<file path="src/rtl/ah_pl2ddr_pkg.sv">
// Shared definitions for the PL<->DDR AXI movers: command codes, FSM encodings,
// fixed AXI read-address fields and the latched run configuration.
package ah_pl2ddr_pkg;

  localparam logic [31:0] CMD_RST   = 32'h0000_0001;
  localparam logic [31:0] CMD_STOP  = 32'h0000_0020;
  localparam logic [31:0] CMD_START = 32'h0000_0021;

  localparam logic [2:0] ST_IDLE       = 3'd0;
  localparam logic [2:0] ST_WAIT_SPACE = 3'd1;
  localparam logic [2:0] ST_ADDR       = 3'd2;
  localparam logic [2:0] ST_DATA       = 3'd3;
  localparam logic [2:0] ST_DONE       = 3'd4;

  localparam logic [2:0] AXI_SIZE_4B    = 3'b010;
  localparam logic [1:0] AXI_BURST_INCR = 2'b01;
  localparam logic [1:0] AXI_RESP_OKAY  = 2'b00;

  typedef struct packed {
    logic [31:0] low;
    logic [31:0] high;
  } run_cfg_t;

  function automatic logic [31:0] min32(input logic [31:0] a, input logic [31:0] b);
    return (a < b) ? a : b;
  endfunction

endpackage

</file>
<file path="src/rtl/ah_ddr2pl_fifo.sv">
// Synchronous first-word-fall-through FIFO; the occupancy count drives the
// reader's space check before each burst is requested.
module ah_ddr2pl_fifo #(
  parameter int DEPTH = 64,
  parameter int WIDTH = 32
) (
  input  logic                       clk,
  input  logic                       rst,
  input  logic                       push,
  input  logic [WIDTH-1:0]           din,
  input  logic                       pop,
  output logic [WIDTH-1:0]           dout,
  output logic                       empty,
  output logic [$clog2(DEPTH):0]     count,
  output logic                       overflow
);

  localparam int AW = $clog2(DEPTH);
  localparam logic [AW:0] FULL_CNT = DEPTH[AW:0];

  logic [WIDTH-1:0] mem_q [DEPTH];
  logic [AW-1:0]    wr_ptr_q, wr_ptr_d;
  logic [AW-1:0]    rd_ptr_q, rd_ptr_d;
  logic [AW:0]      count_q, count_d;
  logic             full, do_push, do_pop;

  always_comb begin
    empty    = (count_q == '0);
    full     = (count_q == FULL_CNT);
    do_pop   = pop && !empty;
    // A full FIFO can still take a word in the same cycle its head leaves.
    do_push  = push && (!full || do_pop);
    overflow = push && !do_push;
    wr_ptr_d = wr_ptr_q;
    rd_ptr_d = rd_ptr_q;
    count_d  = count_q;
    if (do_push) wr_ptr_d = wr_ptr_q + 1'b1;
    if (do_pop)  rd_ptr_d = rd_ptr_q + 1'b1;
    case ({do_push, do_pop})
      2'b10:   count_d = count_q + 1'b1;
      2'b01:   count_d = count_q - 1'b1;
      default: count_d = count_q;
    endcase
    dout  = empty ? '0 : mem_q[rd_ptr_q];
    count = count_q;
  end

  always_ff @(posedge clk) begin
    if (rst) begin
      wr_ptr_q <= '0;
      rd_ptr_q <= '0;
      count_q  <= '0;
    end else begin
      wr_ptr_q <= wr_ptr_d;
      rd_ptr_q <= rd_ptr_d;
      count_q  <= count_d;
    end
  end

  always_ff @(posedge clk) begin
    if (do_push) mem_q[wr_ptr_q] <= din;
  end

endmodule

</file>
<file path="src/rtl/ah_ddr2pl.sv">
// AXI4 read master streaming a wrapping DDR region into a PL valid/ready stream.
// Optional data checker against a 0..7 counter: define AH_DDR2PL_PATTERN_CHECK_EN.
module ah_ddr2pl
  import ah_pl2ddr_pkg::*;
#(
  parameter int BURST_LEN  = 16,
  parameter int FIFO_DEPTH = 64
) (
  input  logic        m_axi_in_aclk,
  input  logic        m_axi_in_areset,
  input  logic [31:0] cmd_in,
  input  logic        cmd_en,
  output logic [31:0] cmd_processed,
  input  logic [31:0] number_samples,
  input  logic [31:0] ddr_addr_low,
  input  logic [31:0] ddr_addr_high,
  output logic [31:0] m_axi_in_araddr,
  output logic [7:0]  m_axi_in_arlen,
  output logic [2:0]  m_axi_in_arsize,
  output logic [1:0]  m_axi_in_arburst,
  output logic [3:0]  m_axi_in_arid,
  output logic        m_axi_in_arvalid,
  input  logic        m_axi_in_arready,
  input  logic [31:0] m_axi_in_rdata,
  input  logic [1:0]  m_axi_in_rresp,
  input  logic        m_axi_in_rlast,
  input  logic        m_axi_in_rvalid,
  output logic        m_axi_in_rready,
  output logic [31:0] data_out,
  output logic        data_valid,
  input  logic        data_ready,
  output logic        busy,
  output logic        intr_done,
  output logic        intr_error,
  output logic [31:0] samples_read
);

  // Handshakes: a transfer happens on a rising edge where valid and ready are both
  // high; valid never waits for ready, and araddr/arlen hold while arvalid is up.

  localparam int CW = $clog2(FIFO_DEPTH) + 1;
  localparam logic [31:0] BURST_LEN_W  = 32'(BURST_LEN);
  localparam logic [31:0] FIFO_DEPTH_W = 32'(FIFO_DEPTH);

  logic [2:0]  state_q, state_d;
  run_cfg_t    cfg_q, cfg_d;
  logic [31:0] addr_q, addr_d;
  logic [7:0]  arlen_q, arlen_d;
  logic [31:0] remaining_q, remaining_d;
  logic [31:0] samples_q, samples_d;
  logic [31:0] cmd_proc_q, cmd_proc_d;
  logic        stop_q, stop_d;
  logic        err_q, err_d;
  logic        intr_err_q, intr_err_d;

  logic        cmd_rst, cmd_stop, cmd_start, clr, start_ok, busy_int, push;
  logic [CW-1:0] fifo_count;
  logic        fifo_empty, fifo_overflow;
  logic [31:0] words_to_high, words_to_4k, beats_calc, free_slots;
  logic [8:0]  beats_cur;
  logic [32:0] next_addr;

`ifdef AH_DDR2PL_PATTERN_CHECK_EN
  logic [2:0]  pat_q, pat_d;
  logic        pat_err_q, pat_err_d;
`endif

  always_comb begin
    cmd_rst   = cmd_en && (cmd_in == CMD_RST);
    cmd_stop  = cmd_en && (cmd_in == CMD_STOP);
    cmd_start = cmd_en && (cmd_in == CMD_START);
    clr       = m_axi_in_areset || cmd_rst;
    start_ok  = (ddr_addr_low[1:0] == 2'b00) && (ddr_addr_high >= ddr_addr_low) &&
                (number_samples != 32'd0);
    busy_int  = (state_q == ST_WAIT_SPACE) || (state_q == ST_ADDR) || (state_q == ST_DATA);
    push      = (state_q == ST_DATA) && m_axi_in_rvalid;
    // Burst size: capped by the remaining count, the top of the region and the 4KB page.
    words_to_high = ((cfg_q.high - addr_q) >> 2) + 32'd1;
    words_to_4k   = (32'd4096 - {20'd0, addr_q[11:0]}) >> 2;
    beats_calc    = min32(min32(BURST_LEN_W, remaining_q), min32(words_to_high, words_to_4k));
    beats_cur     = {1'b0, arlen_q} + 9'd1;
    next_addr     = {1'b0, addr_q} + {22'd0, beats_cur, 2'b00};
    free_slots    = FIFO_DEPTH_W - 32'(fifo_count);
  end

  always_comb begin
    state_d     = state_q;
    cfg_d       = cfg_q;
    addr_d      = addr_q;
    arlen_d     = arlen_q;
    remaining_d = remaining_q;
    samples_d   = samples_q;
    stop_d      = stop_q;
    err_d       = err_q;
    intr_err_d  = 1'b0;
    cmd_proc_d  = cmd_proc_q;
`ifdef AH_DDR2PL_PATTERN_CHECK_EN
    pat_d       = pat_q;
    pat_err_d   = pat_err_q;
`endif
    if (cmd_rst || cmd_stop || cmd_start) cmd_proc_d = cmd_in;
    if (cmd_stop && busy_int) stop_d = 1'b1;

    case (state_q)
      ST_IDLE: begin
        if (cmd_start) begin
          cfg_d.low   = ddr_addr_low;
          cfg_d.high  = ddr_addr_high;
          remaining_d = number_samples;
          if (start_ok) begin
            addr_d    = ddr_addr_low;
            samples_d = '0;
            stop_d    = 1'b0;
            err_d     = 1'b0;
            state_d   = ST_WAIT_SPACE;
`ifdef AH_DDR2PL_PATTERN_CHECK_EN
            pat_d     = '0;
            pat_err_d = 1'b0;
`endif
          end else begin
            intr_err_d = 1'b1;
          end
        end
      end
      ST_WAIT_SPACE: begin
        if (stop_q || err_q || (remaining_q == 32'd0)) begin
          state_d = ST_DONE;
        end else if (free_slots >= beats_calc) begin
          arlen_d = 8'(beats_calc - 32'd1);
          state_d = ST_ADDR;
        end
      end
      ST_ADDR: begin
        if (m_axi_in_arready) begin
          addr_d  = (next_addr > {1'b0, cfg_q.high}) ? cfg_q.low : next_addr[31:0];
          state_d = ST_DATA;
        end
      end
      ST_DATA: begin
        if (m_axi_in_rvalid) begin
          samples_d = samples_q + 32'd1;
          if (remaining_q != 32'd0) remaining_d = remaining_q - 32'd1;
          // Only the first bad response of a run raises the interrupt.
          if (m_axi_in_rresp != AXI_RESP_OKAY) begin
            err_d = 1'b1;
            if (!err_q) intr_err_d = 1'b1;
          end
`ifdef AH_DDR2PL_PATTERN_CHECK_EN
          pat_d = pat_q + 3'd1;
          if ((m_axi_in_rdata != {29'd0, pat_q}) && !pat_err_q) begin
            pat_err_d  = 1'b1;
            intr_err_d = 1'b1;
          end
`endif
          if (m_axi_in_rlast) begin
            state_d = ((remaining_d == 32'd0) || err_d || stop_d) ? ST_DONE : ST_WAIT_SPACE;
          end
        end
      end
      ST_DONE: state_d = ST_IDLE;
      default: state_d = ST_IDLE;
    endcase

    if (fifo_overflow) intr_err_d = 1'b1;
  end

  always_ff @(posedge m_axi_in_aclk) begin
    if (clr) begin
      state_q     <= ST_IDLE;
      cfg_q       <= '0;
      addr_q      <= '0;
      arlen_q     <= '0;
      remaining_q <= '0;
      samples_q   <= '0;
      stop_q      <= 1'b0;
      err_q       <= 1'b0;
      intr_err_q  <= 1'b0;
`ifdef AH_DDR2PL_PATTERN_CHECK_EN
      pat_q       <= '0;
      pat_err_q   <= 1'b0;
`endif
    end else begin
      state_q     <= state_d;
      cfg_q       <= cfg_d;
      addr_q      <= addr_d;
      arlen_q     <= arlen_d;
      remaining_q <= remaining_d;
      samples_q   <= samples_d;
      stop_q      <= stop_d;
      err_q       <= err_d;
      intr_err_q  <= intr_err_d;
`ifdef AH_DDR2PL_PATTERN_CHECK_EN
      pat_q       <= pat_d;
      pat_err_q   <= pat_err_d;
`endif
    end
    // A soft reset still records itself as the last accepted command.
    if (m_axi_in_areset) cmd_proc_q <= '0;
    else                 cmd_proc_q <= cmd_proc_d;
  end

  ah_ddr2pl_fifo #(
    .DEPTH (FIFO_DEPTH),
    .WIDTH (32)
  ) u_fifo (
    .clk      (m_axi_in_aclk),
    .rst      (clr),
    .push     (push),
    .din      (m_axi_in_rdata),
    .pop      (data_ready),
    .dout     (data_out),
    .empty    (fifo_empty),
    .count    (fifo_count),
    .overflow (fifo_overflow)
  );

  always_comb begin
    cmd_processed    = cmd_proc_q;
    m_axi_in_araddr  = addr_q;
    m_axi_in_arlen   = arlen_q;
    m_axi_in_arsize  = AXI_SIZE_4B;
    m_axi_in_arburst = AXI_BURST_INCR;
    m_axi_in_arid    = 4'd0;
    m_axi_in_arvalid = (state_q == ST_ADDR);
    m_axi_in_rready  = (state_q == ST_DATA);
    data_valid       = !fifo_empty;
    busy             = busy_int;
    intr_done        = (state_q == ST_DONE);
    intr_error       = intr_err_q;
    samples_read     = samples_q;
  end

endmodule
</file>
<file path="config.mk">
export PLATFORM = sky130hd
export DESIGN_NAME = ah_ddr2pl
export DESIGN_NICKNAME = d
export VERILOG_FILES = /design/src/rtl/ah_pl2ddr_pkg.sv /design/src/rtl/ah_ddr2pl_fifo.sv /design/src/rtl/ah_ddr2pl.sv
export SDC_FILE = /design/constraint.sdc
export NUM_CORES = 2
export LEC_CHECK = 0
export BUFFER_PORTS_ARGS = -buffer_cell sky130_fd_sc_hd__buf_4
export CAP_MARGIN = 30
export CORE_MARGIN = 2
export CORE_UTILIZATION = 56
export CTS_CLUSTER_DIAMETER = 50
export DETAILED_ROUTE_END_ITERATION = 6
export PLACE_DENSITY = 0.85
export SYNTH_ARGS = -nofsm -noshare
export SYNTH_HDL_FRONTEND = slang
export SYNTH_SLANG_ARGS = --single-unit
</file>
<file path="constraint.sdc">
create_clock -name m_axi_in_aclk -period 9.7 [get_ports m_axi_in_aclk]
set_clock_uncertainty 0.15 [all_clocks]
set_input_delay 0.97 -clock m_axi_in_aclk [delete_from_list [all_inputs] [get_ports m_axi_in_aclk]]
set_output_delay 0.97 -clock m_axi_in_aclk [all_outputs]
set_load 0.05 [all_outputs]
</file>
* After elaboration in Yosys (flattened, before gate mapping)
Memories as Yosys holds them, arrays and structs flattened. A register that Yosys moved wholly into a read port is not among the register bits.
Cells that the tools add are included.
W data, S select, Z words.
** Word-level totals
- Bits in writable memories :: 2048
- Memories kept :: 1
- Word-level logic and storage cells :: 142
- Output and inout bits :: 151
- Bits in registers :: 225
- Input port bits :: 169
** Cells by class
- Muxes and demuxes :: 51
- Add/sub/neg operators :: 13
- Reductions and logical operators :: 40
- Equal/unequal tests :: 16
- Magnitude comparators :: 6
- Bitwise gates (word level) :: 1
** Memories
- u_fifo.mem_q :: words 64, bits a word 32, read ports 1, clocked after Yosys merged registers in 1, wr ports 1, line ah_ddr2pl_fifo.sv:21 : logic [WIDTH-1:0] mem_q [DEPTH];
** Operators with widths (number)
- $mux W32 :: 15
- $pmux W32 S2 :: 3
- $eq A32 B6 Y1 const B :: 2
- $ge A32 B32 Y1 :: 2
- $logic_not A32 Y1 :: 2
- $reduce_bool A32 Y1 :: 2
- $add A32 B11 Y33 :: 1
- $gt A33 B32 Y1 :: 1
- $add A32 B1 Y32 const B :: 1
- $eq A32 B1 Y1 const B :: 1
- $lt A32 B31 Y1 :: 1
- $lt A5 B32 Y1 const A :: 1
- $sub A32 B1 Y32 const B :: 1
- $sub A32 B32 Y32 :: 1
- $add A30 B1 Y31 const B :: 1
- $lt A31 B30 Y1 :: 1
- $mux W31 :: 1
- $mux W3 :: 8
- $mux W1 :: 18
- $pmux W7 S2 :: 1
- $sub A13 B12 Y14 const A :: 1
- $add A6 B1 Y6 const B :: 2
- $mux W6 :: 2
- $pmux W3 S4 :: 1
- other kinds (27) :: 57

* Longest topological paths before layout
- Word-level depth :: 11
- Mapped depth :: 52

* By module
Synthesis repeated with hierarchy kept, for this count alone.
** Unflattened totals
- Cells, all modules :: 5656
- Area, all modules :: 96352.4 sq um
** Modules (own cells, without submodules)
- ah_ddr2pl_fifo :: cells each 3403, instances 1, area each 79505.0 sq um, sequential area each 61999.5 sq um
- ah_ddr2pl :: cells each 2253, instances 1, area each 16847.4 sq um, sequential area each 4124.0 sq um

* Least setup slack after synthesis
Ideal clock, no wire load.
- Path type :: flip-flop to flip-flop
- Start point :: register addr_q[3], in the netlist m_axi_in_araddr[3]
- End point :: register arlen_q[6], in the netlist m_axi_in_arlen[6]
- Buffers on the path :: 3
- Library setup time :: 120 ps
- Data arrival time :: 9564 ps
- Period minus slack after synthesis :: 9834 ps
- Slack :: -134 ps
- Cell stages (with the launch flop) :: 47
- Path through :: dfxtp_1 -> inv_1 -> ha_1 -> buf_2 -> a21oi_1 -> o21ai_1 -> o21a_1 -> nor4_4 -> nand4_1 -> xor2_1 -> ha_1 -> a211oi_1 -> o21ai_0 -> a211oi_1 -> o21ai_0 -> a221oi_1 -> o211ai_1 -> a2111oi_2 -> [11 not listed] -> a211oi_4 -> buf_2 -> mux2_2 -> ha_1 -> a21o_1 -> a21o_1 -> a21o_1 -> a21o_1 -> a21o_1 -> a21o_1 -> a21o_1 -> a211oi_1 -> o21ai_0 -> a21oi_1 -> nor3_1 -> nand2_1 -> a211oi_1 -> a211o_1
** On the way
- Word-level cells in the longest chain between the ends :: 8
- Elaborated cells between the ends (all ways) :: 10
- Classes of those cells :: add/sub: 4; order compare: 3; mux: 2; reduce/logical: 1
** Ends and longest elaborated chain
- start, declared :: line ah_ddr2pl.sv:47 : logic [31:0] addr_q, addr_d;
- start signal, assigned :: line ah_ddr2pl.sv:185 : addr_q <= addr_d;
- $sub A32 B32 Y32 :: line ah_ddr2pl.sv:78 : words_to_high = ((cfg_q.high - addr_q) >> 2) + 32'd1;
- $add A30 B1 Y31 :: line ah_ddr2pl.sv:78
- $lt A31 B30 Y1 :: line ah_pl2ddr_pkg.sv:25 : return (a < b) ? a : b;
- $mux W31 * :: line ah_pl2ddr_pkg.sv:25
- $lt A32 B31 Y1 :: line ah_pl2ddr_pkg.sv:25
- $mux W32 * :: line ah_pl2ddr_pkg.sv:25
- $ge A32 B32 Y1 :: line ah_ddr2pl.sv:128 : end else if (free_slots >= beats_calc) begin
- $reduce_and A3 Y1 (no source line)
- end signal, assigned :: line ah_ddr2pl.sv:186 : arlen_q <= arlen_d;
- end, declared :: line ah_ddr2pl.sv:48 : logic [7:0] arlen_q, arlen_d;
Every way passes the cells marked *; elsewhere a longest branch is shown, timed or not.
A chain may end at the register's enable or synchronous reset.

* Worst setup path after layout
- Start point :: register addr_q[2], in the netlist m_axi_in_araddr[2]
- End point :: register arlen_q[6], in the netlist m_axi_in_arlen[6]
Same word-level chain as after synthesis.

==> impl_results.md <==
* Outcome: finished clean
* Number of synthesized flops with an enable pin at 2,048
* Area added between synthesis and finish at 14.1%
* Met3 Track Usage GR at 0.0671
* Global-route track usage on met2 at 0.544
* Fraction of registers with async set or reset after synthesis at 0
* Post-place setup slack at 0.128 ns
* Seq/Total Area, Yosys at 0.690
* MaxCap Viol Count at 0
* Post-synthesis register bit count at 2,279
* Syn Area/Cell at 17.7 µm²
* Drc violations at 0
* Leak at 35.3 nW
* Worst hold stages at 2
* Die width at 418 µm
* Hold-fix buffers, CTS at 0
* Post-DR wirelength/cell at 33.9 µm
* Port Buffers at 310
* Gr usage total at 0.320
* Initial antenna violation count at 19
* Data arrival, critical path at 9.83 ns
* Via count of the first global-routing pass at 57.4k
* Final Worst Setup Slack at 0.437 ns
* Cell Area, Synth at 95,800 µm²
* Via count at 57.4k
* Clock Latency Late Sink at 0.88 ns
* WS Path Type: flip-flop to flip-flop
* Startpoint types: flip-flop
* First-pass GRT wire length at 401 mm
* Worst R2R Path Depth at 44
* Slew Viols, Final at 0
* Reg power frac at 0.441
* Fillers at 10.8k
* Post-synth top area cell: edfxtp_1
* TritonCTS clock tree: yes
* Worst path slowest cell: dfxtp_2
* Max Buffers Root-to-Sink at 3
* Top FF cell, synth: edfxtp_1
* Worst-path fanout max at 8
* Placed wire-length estimate at 151 mm
* Sw frac at 0.276
* Worst Path Required at 10.26 ns
* Count of cell types in the netlist at 97
* Worst-Margin Slew at 1.40 ns
* Yosys warns at 0
* Setup violations, final at 0
* CP endpoint kind: flip-flop
* I/O Pins at 320
* Chip Height at 418 µm
* Combinational share of power at 0.206
* PwrDens at 224 nW/µm²
* Overflow after GRT at 0
* Initial DRC count at 8,250
* H-tree levels at 4
* Synth top area share at 0.642
* Internal cell power at 17.7 mW
* Largest cells by area after synthesis: edfxtp_1 64%, mux4_2 15%, dfxtp_1 4.8%
* Via density at 6.91
* Cell Rows at 151
* Psw at 6.75 mW
* Routed WL at 281 mm
* Max-slew headroom at 0.0588
* Total design power at 24.5 mW
* Most frequent cell on the critical path: a21o_1
* Setup TNS Final at 0 ns
* Fraction of layout cells with a size suffix above 1 at 0.262
* Clock slew at reported path FFs at 0.06 ns
* Final Critical Period at 9.26 ns
* Core area at 170,000 µm²
* Period Utilization, post-route at 0.955
* HP Class: primary input to flip-flop
* Largest net degree at the start of global routing at 143
* VDD IR-drop max at 0.000247 V
* Clock Power Share at 0.353
* FMAX at 108 MHz
* Antenna viol nets, final at 0
* Placer Congestion at 0.902
* DR pass1 iterations at 6
* CTS Buf Count at 219
* GR peak layer: met2
* Met1 usage at 0.392
* Starting Density at 0.564
* Clk sinks at 2,279
* CTS root buf: clkbuf_16
* Largest stage delay, worst path at 0.35 ns
* Syn Inst Count at 5,422
* Die Area at 174,000 µm²
* Final Hold Fails at 0
* Nets@finish at 6,249
==> what timing repair did <==
item	4_1_cts	5_1_grt
setup endpoints to repair	0	11
gates resized for setup	0	42
setup buffers	0	12
==> power by group through the flow <==
stage	logic, mW	clock network, mW	registers, mW
after floorplan	3.56	0	10.9
after global placement	4.70	0	11.0
after detailed placement	4.87	0	11.0
after CTS	5.00	8.68	10.8
after global routing	5.29	9.01	10.8
final	5.05	8.64	10.8
==> cell families (layout without fill, tap and decap cells) <==
family / after synthesis / count (layout) / share of synthesized area
xor+xnor: 124 / 124 / 0.0114
flops: 2279 / 2279 / 0.690
other cells: 2 / 80 / 0.0000784
fa+ha+maj: 191 / 191 / 0.0251
compound gates: 663 / 663 / 0.0440
buf+inv: 433 / 1016 / 0.0177
simple gates: 1038 / 1038 / 0.0531
mux: 692 / 692 / 0.158
==> layout make-up <==
cell class                 count  area (µm²)  area share
antenna                        4        10.0   0.0000916
clock buffer                 264        5680      0.0520
clock inverter               147        1570      0.0144
timing repair buffer         456        3610      0.0330
tap                         2218        2780      0.0254
multi-input combinational   2784       28900       0.264
sequential                  2279       66100       0.605
inverter                     149         559     0.00512
==> per-stage QoR <==
stage | hold WS, ns | std cells | cell area (µm²) | utilization
floorplan | 0.277 | 5496 | 96000 | -
global placement | 0.287 | 7864 | 102000 | 0.599
detailed placement | 0.295 | 7869 | 102000 | 0.599
CTS | 0.159 | 8280 | 109000 | 0.642
global route | 0.205 | 8297 | 109000 | 0.644
finish | 0.208 | 8301 | 109000 | 0.644
==> metal layers <==
| metal | vias up | wire (µm) |
|---|---|---|
| met5 | - | 183 |
| li1 | 22700 | - |
| met1 | 29000 | 92900 |
| met3 | 1035 | 29900 |
| met2 | 4621 | 141000 |
| met4 | 26 | 17100 |
==> cell usage after synthesis (12+ instances only) <==
cell type     n
a21oi_1     210
a211oi_1     64
nand2_1     304
xor2_1       25
o31ai_1      12
buf_1        63
nor2b_1      40
o21a_1       27
edfxtp_1   2048
and3_1       16
and2_1       65
ha_1        189
or3_1        33
inv_1       147
clkbuf_1    197
xnor2_1      98
a31oi_1      36
nand2b_1     20
dfxtp_1     231
nor2_1      259
nand4_1      58
mux4_2      656
mux2i_1      32
nand3_1      56
or2_2        13
o211ai_1     27
o32ai_1      14
o21ai_0     137
nor4_1       46
a21o_1       53
nor3_1       72
==> registers in the layout, summed over array words and instances (netlist names), 3 cells and up, named ones only <==
register,count
u_fifo.mem_q,2048
cfg_q,64
cmd_processed,32
m_axi_in_araddr,32
remaining_q,32
samples_read,32
m_axi_in_arlen,8
u_fifo.count,7
u_fifo.rd_ptr_q,6
u_fifo.wr_ptr_q,6
state_q,3
==> worst paths after layout <==
kind	end	startpoint	slack (ns)
worst max-delay path	m_axi_in_arlen[6]	m_axi_in_araddr[2]	0.44
worst min-delay path	cmd_processed[0]	m_axi_in_areset	0.21
worst max register to register	m_axi_in_arlen[6]	m_axi_in_araddr[2]	0.44
worst min register to register	cfg_q[32]	cfg_q[32]	0.30
==> critical path, delay by kind of cell (launching register included) <==
kind	cells	cell delay, ns
adder cells (fa/ha/maj)	4	1.21
flip-flops	1	0.35
AO/OA/AOI/OAI	25	4.57
XOR/XNOR	1	0.18
AND/OR/NAND/NOR	9	1.68
buffers and inverters	3	0.40
multiplexers	2	0.58
==> placed cells by master, fill, tap and decap left out, types with 33 or more instances in the layout <==
master,n
nand3_1,56
nand4_1,58
inv_1,146
nor2_4,65
nor4_1,46
clkinv_2,34
edfxtp_1,2048
nor2b_1,39
buf_4,437
ha_1,180
conb_1,76
o21ai_0,132
clkbuf_1,41
clkinv_1,49
nor2_1,192
a31oi_1,36
a21oi_1,206
nand2_1,303
a21o_1,52
xnor2_1,95
nor3_1,69
a211oi_1,61
or3_1,33
and2_1,65
mux4_2,656
dfxtp_1,221
clkbuf_16,219
(Power assumes the default switching activity.)
